$ cat config.mk
export PLATFORM = sky130hd
export DESIGN_NAME = recursive_logic_stage
export DESIGN_NICKNAME = d
export VERILOG_FILES = /design/src/rtl/recursive_logic_stage.sv
export SDC_FILE = /design/constraint.sdc
export NUM_CORES = 1
export LEC_CHECK = 0
export ABC_AREA = 1
export BUFFER_PORTS_ARGS = -buffer_cell sky130_fd_sc_hd__buf_2
export CAP_MARGIN = 25
export CORE_MARGIN = 5
export CORE_UTILIZATION = 40
export DETAILED_ROUTE_END_ITERATION = 6
export PLACE_DENSITY = 0.6
export SETUP_SLACK_MARGIN = 0.15
export SLEW_MARGIN = 25
export SYNTH_ARGS = -nofsm -noshare
export SYNTH_HDL_FRONTEND = slang
export SYNTH_SLANG_ARGS = --single-unit
$ cat constraint.sdc
create_clock -name clk -period 1.94 [get_ports clk]
set_input_delay 0.097 -clock clk [delete_from_list [all_inputs] [get_ports clk]]
set_output_delay 0.097 -clock clk [all_outputs]
set_load 0.02 [all_outputs]
$ cat src/rtl/recursive_logic_stage.sv
// Two-stage pipelined bitwise logic unit with valid/ready handshake.
// Stage A registers operands/opcode; the bitwise arrays read stage A; stage B holds the
// selected result plus zero/ones flags and a count of results delivered downstream.
module recursive_logic_stage #(
  parameter  int unsigned S = 2,
  localparam int unsigned W = 1 << S
) (
  input  logic         clk,
  input  logic         reset_n,
  input  logic         in_valid,
  output logic         in_ready,
  input  logic [2:0]   in_op,
  input  logic [W-1:0] in1,
  input  logic [W-1:0] in2,
  output logic         out_valid,
  input  logic         out_ready,
  output logic [W-1:0] out_data,
  output logic         out_zero,
  output logic         out_ones,
  output logic [15:0]  out_count
);

  logic         r_a_valid;
  logic [2:0]   r_a_op;
  logic [W-1:0] r_a_in1;
  logic [W-1:0] r_a_in2;
  logic         r_b_valid;
  logic [W-1:0] r_b_data;
  logic         r_b_zero;
  logic         r_b_ones;
  logic [15:0]  r_count;

  logic         w_b_adv;
  logic         w_a_adv;
  logic         w_in_fire;
  logic         w_out_fire;

  logic [W-1:0] w_buf;
  logic [W-1:0] w_not;
  logic [W-1:0] w_and;
  logic [W-1:0] w_or;
  logic [W-1:0] w_xor;
  logic [W-1:0] w_xnor;
  logic [W-1:0] w_nand;
  logic [W-1:0] w_nor;
  logic [W-1:0] w_res;
  logic         w_zero;
  logic         w_ones;

  assign w_b_adv    = !r_b_valid || out_ready;
  assign w_a_adv    = r_a_valid && w_b_adv;
  assign in_ready   = !r_a_valid || w_b_adv;
  assign w_in_fire  = in_valid && in_ready;
  assign w_out_fire = r_b_valid && out_ready;

  // Per-bit gate arrays; bit i depends only on bit i of the stage-A operands.
  for (genvar i = 0; i < W; i++) begin : g_bit
    assign w_buf[i]  = r_a_in1[i];
    assign w_not[i]  = ~r_a_in1[i];
    assign w_and[i]  = r_a_in1[i] & r_a_in2[i];
    assign w_or[i]   = r_a_in1[i] | r_a_in2[i];
    assign w_xor[i]  = r_a_in1[i] ^ r_a_in2[i];
    assign w_xnor[i] = ~(r_a_in1[i] ^ r_a_in2[i]);
    assign w_nand[i] = ~(r_a_in1[i] & r_a_in2[i]);
    assign w_nor[i]  = ~(r_a_in1[i] | r_a_in2[i]);
  end

  // Opcode-indexed result select and flags ahead of the stage-B register.
  always_comb begin
    w_res = '0;
    unique case (r_a_op)
      3'd0: w_res = w_buf;
      3'd1: w_res = w_not;
      3'd2: w_res = w_and;
      3'd3: w_res = w_or;
      3'd4: w_res = w_xor;
      3'd5: w_res = w_xnor;
      3'd6: w_res = w_nand;
      3'd7: w_res = w_nor;
      default: w_res = '0;
    endcase
    w_zero = (w_res == '0);
    w_ones = &w_res;
  end

  // Stage A: capture operands on accept, empty when its contents move to stage B.
  always_ff @(posedge clk or negedge reset_n) begin
    if (!reset_n) begin
      r_a_valid <= 1'b0;
      r_a_op    <= '0;
      r_a_in1   <= '0;
      r_a_in2   <= '0;
    end else if (w_in_fire) begin
      r_a_valid <= 1'b1;
      r_a_op    <= in_op;
      r_a_in1   <= in1;
      r_a_in2   <= in2;
    end else if (w_a_adv) begin
      r_a_valid <= 1'b0;
    end
  end

  // Stage B: load result and flags from stage A, empty when downstream takes it.
  always_ff @(posedge clk or negedge reset_n) begin
    if (!reset_n) begin
      r_b_valid <= 1'b0;
      r_b_data  <= '0;
      r_b_zero  <= 1'b0;
      r_b_ones  <= 1'b0;
    end else if (w_a_adv) begin
      r_b_valid <= 1'b1;
      r_b_data  <= w_res;
      r_b_zero  <= w_zero;
      r_b_ones  <= w_ones;
    end else if (out_ready) begin
      r_b_valid <= 1'b0;
    end
  end

  // Delivered-result counter, wraps modulo 2**16.
  always_ff @(posedge clk or negedge reset_n) begin
    if (!reset_n) begin
      r_count <= '0;
    end else if (w_out_fire) begin
      r_count <= r_count + 16'd1;
    end
  end

  assign out_valid = r_b_valid;
  assign out_data  = r_b_data;
  assign out_zero  = r_b_zero;
  assign out_ones  = r_b_ones;
  assign out_count = r_count;

endmodule
# Yosys cells after proc, flatten, opt, wreduce, memory -nomap -nowiden
# Index checks and enable logic that the tools add are counted.
[word_totals]
ff_bits = 35
elab_cells = 62
[op_classes]
add_sub_neg = 1
eq_ne = 7
mux = 5
n_bitwise = 28
reduce_logical = 12
[ops]
columns = ["operator", "count"]
rows = [
  ["case mux 4 bit (8 select lines)", 1],
  ["adder 16 x 1 -> 16 bit, second input constant", 1],
  ["inverter 1 bit", 16],
  ["== test 3 bit, second input constant", 4],
  ["== test 3 x 2 -> 1 bit, second input constant", 2],
  ["AND 1 bit", 4],
  ["zero test 4 bit", 1],
  ["two-way mux 1 bit", 4],
  ["OR 1 bit", 4],
  ["AND reduction 4 bit", 1],
  ["nonzero test 2 bit", 2],
  ["XOR 1 bit", 4],
  ["== test 3 x 1 -> 1 bit, second input constant", 1],
  ["logical AND 1 bit", 3],
  ["zero test 3 bit", 1],
  ["zero test 1 bit", 2],
  ["logical OR 1 bit", 2],
]

# Depth between registers and ports, before layout
[logic_depth]
word_depth = 5
mapped_depth = 10
depth_no_buf = 10

# Worst setup path after synthesis
# OpenSTA, ideal clock, no wires.
[synth_timing]
kind = "flip-flop to flip-flop"
startpoint = "register r_count[0], in the netlist out_count[0]"
endpoint = "register r_count[14], in the netlist out_count[14]"
setup_ps = 124
arrival_time_ps = 1372
required_ps = 1816
slack_ps = 443
path_stages_with_launch = 8
n_path_buf = 0
period_less_slack_ps = 1497
cell_sequence = "dfrtp_1 ha_1 inv_1 nor2_4 nand4_2 nor2_4 nand4_1 xor2_1"
[synth_via]
elab_chain_cells = 1
[synth_rtl]
columns = ["item", "line_no", "rtl"]
rows = [
  ["start, declared", "31", "logic [15:0] r_count;"],
  ["start signal, assigned", "125", "r_count <= r_count + 16'd1;"],
  ["adder 16 x 1 -> 16 bit", "125", ""],
]
# Every way passes these cells.
# A chain may end at the register's enable or synchronous reset.

# Worst setup path in the final report
[layout_timing]
startpoint = "register r_a_op[1]"
endpoint = "register r_b_ones, in the netlist out_ones"
[layout_via]
elab_chain_cells = 3
elab_cells_between_ends = 10
[layout_rtl]
columns = ["item", "line_no", "rtl"]
rows = [
  ["start, declared", "24", "logic [2:0] r_a_op;"],
  ["start signal, assigned", "95", "r_a_op <= in_op;"],
  ["== test 3 bit (tied with other cells)", "71", "unique case (r_a_op)"],
  ["case mux 4 bit (8 select lines) *", "71", ""],
  ["AND reduction 4 bit *", "83", "w_ones = &w_res;"],
  ["end signal, assigned", "114", "r_b_ones <= w_ones;"],
  ["end, declared", "30", "logic r_b_ones;"],
]
# Every way passes the cells marked *; elsewhere a longest branch is shown, timed or not.

==> key figures <==
Run status
  – Status: complete, no violations

Floorplan
  – # IOs: 39
  – Die Span X: 80.2 µm
  – CORE AREA: 4750 µm²
  – Rows: 25
  – Chip Height: 80.2 µm
  – Die area: 6440 µm²
  – Initial Util: 41.5%

STA
  – Min Hold Slack: 58.0 ps
  – Setup TNS: 0 ps
  – Fin crit share: 82.6%
  – Setup violators final: 0
  – Least-Margin Pin Slew: 775 ps
  – Final Max Slew Viols: 0
  – Max Clock Freq: 0.624 GHz
  – Unrepaired setup endpoints after global routing: no
  – Final Skew: 6.56 ps
  – Fin crit period: 1600 ps
  – Slew HR: 48.3%
  – Hold Violations, Final: 0

Power
  – Pleak: 1.22 nW
  – Power Density: 1010 nW/µm²
  – Worst vdd ir: 0.546 mV

Placement
  – RD Place Congestion: 0.824
  – Post-DP Area: 2190 µm²
  – Detailed Place HPWL: 3050 µm
  – IO Port Bufs: 38

Yosys
  – Mapped Avg Cell Area: 8.50 µm²
  – Synth Area in Simple Gates: 29.7%
  – Sequential element share of the synthesized area: 44.4%
  – Main flop type after synthesis: dfrtp_1
  – Post-synthesis mux area share: 0.571%
  – Compound-cell area share of the yosys netlist: 3.93%
  – XOR/XNOR Fraction of Synth Area: 6.66%
  – Synth Cell Area: 1970 µm²
  – Adder-cell area share of the yosys netlist: 5.71%
  – Fraction of registers with async set/reset: 100%
  – Netlist cell types: 24
  – Synthesis-stage register bit count: 35
  – Synth Instances: 232
  – Ys Warns: 0
  – Syn Nets: 256
  – Post-synth EDFFs: 0
  – Main combinational cell family by area after synthesis: simple AND/OR/NAND/NOR gates

Routing
  – Met1 Wirelength: 1930 µm
  – Routed wl met2: 2020 µm
  – # DRC: 0
  – DRT iter0 DRCs: 119
  – WL final: 4180 µm
  – Vias per cell: 4.71
  – Antenna-violating nets left: 0
  – Routed vias: 1592
  – DR pass1 iterations: 4
  – Uppermost layer routed: met4
  – DR WL met3: 168 µm
  – Avg WL per Cell: 12.4 µm

Hold path
  – Min-delay src: in1[0]
  – Hold/Removal Path Class: in2reg

Critical path
  – WP buf/inv: 0
  – Most common cell on crit path: nand3_1
  – CP top delay family: flip-flops
  – CP required: 2140 ps
  – Worst path slowest cell: dfrtp_1
  – Worst setup SP type: register
  – Max incr delay on CP: 650 ps
  – CP startpoint: r_a_op[1]$_DFFE_PN0P_
  – Critical Path AT: 1810 ps
  – R2R Path Start: r_a_op[1]$_DFFE_PN0P_
  – Worst Path Max Fanout: 14
  – CP Capture Type: register
  – Crit path cell chain: nand3_1 -> o21ai_1 -> nor2_1 -> nand3_1 -> nand2_1 -> o21bai_1
  – Critical path class: reg2reg

Clocking
  – CTS clk-pin slew, worst paths: 70 ps
  – TritonCTS Buffers: 5
  – CTS Root Cell: clkbuf_8
  – H-tree depth: 2
  – Worst-skew pair later-pin latency: 280 ps
  – CTS tree: built
  – Postcts setup bufs: 0
  – Clk buf depth: 2
  – Clock sinks: 35

GRT
  – Gr ovfl total: 0
  – Largest net degree at the start of global routing: 36
  – Initial antenna violation count: 0
  – Overall routing resource usage: 14.2%
  – First-pass GRT wire length: 7050 µm
  – Vias in the first global route: 1631

Finish
  – Final nets: 296
  – Final core utilization: 47.8%
  – Most common cell after layout, fill and taps aside: nand2_1
  – Area grow syn2layout: 15.2%
  – Most frequent cells in the layout: nand2_1, buf_2, dfrtp_1, nor2_1, inv_1
  – Antenna Cells: 0
  – Layout cells sized above 1: 23.6%
  – Fin area: 2270 µm²

Job
  – Total of max-cap violations: 0
-- timing repair --
item                                   in CTS  in global routing
endpoints found under the hold margin      35                  0
setup endpoints to repair                   0                  4
hold buffers                                1                  0
gates resized for setup                     0                  2
-- power breakdown --
group          switching [mW]  internal, mW
sequential              0.183         0.878
clock                   0.239         0.239
combinational           0.478         0.270
-- registers in the layout, indices dropped and copies added (netlist names) --
name and count:
r_a_valid 1, out_zero 1, out_ones 1, out_data 4
out_count 16, r_a_in1 4, out_valid 1, r_a_op 3
r_a_in2 4
-- layer usage --
layer  vias up  GRT usage, %
li1        819             -
met1       721          17.3
met5         -             0
met3         5          3.70
met4         0          7.26
met2        47          23.1
-- metrics by stage --
step | worst slack [ps] | power (mW) | instances
detailed placement | 237 | 1.83 | 331
finish | 338 | 2.29 | 338
global placement | 267 | 1.81 | 331
global route | 152 | 2.46 | 338
floorplan | 443 | 1.59 | 232
CTS | 217 | 2.32 | 338
-- cells by family (layout without fill, tap and decap cells) --
kind of cell | after synthesis | after routing
adders and majority gates | 9 | 9
AOI/OAI and AO/OA | 15 | 15
buffers and inverters | 37 | 76
and+or+nand+nor | 120 | 120
xor gates and xnor gates | 15 | 15
muxes | 1 | 1
DFF | 35 | 35
-- cell type report --
type / instances / area, µm²
clock buffers: 6 / 72.6
repair buffers: 40 / 208
fillers: 505 / 2480
flip-flops and latches: 35 / 878
multi-input cells: 160 / 918
well taps: 67 / 83.8
inverters: 30 / 113
-- synth_stat cells, types with 2 or more instances --
master	number	share of area, %
a21oi_1	11	2.8
buf_2	2	0.51
o21ai_1	3	0.76
ha_1	9	5.7
nor2_1	32	6.1
inv_1	25	4.8
dfrtp_1	35	44
xor2_1	7	3.1
nor2_4	3	1.7
buf_6	5	2.9
nand3_1	18	4.6
nor2_2	2	0.63
inv_2	5	0.95
nand2_1	40	7.6
nand4_1	17	5.4
xnor2_1	8	3.6
nand2_2	3	0.95
-- worst min-delay path, stage by stage --
cell	delay, ps
buf_2	70
nor2_1	30
a21oi_1	100
-- final timing paths --
check	endpoint	slack, ps	depth (start not counted)
worst max-delay path	out_ones$_DFFE_PN0P_	340	6
min in group asynchronous	r_a_in1[0]$_DFFE_PN0P_	430	2
worst min register to register	out_count[15]$_DFFE_PN0P_	470	1
worst min-delay path	r_a_in1[0]$_DFFE_PN0P_	60	3
max in group asynchronous	r_a_op[0]$_DFFE_PN0P_	980	2
worst max register to register	out_ones$_DFFE_PN0P_	340	6
Note: power is estimated with default switching activity, not from simulation.
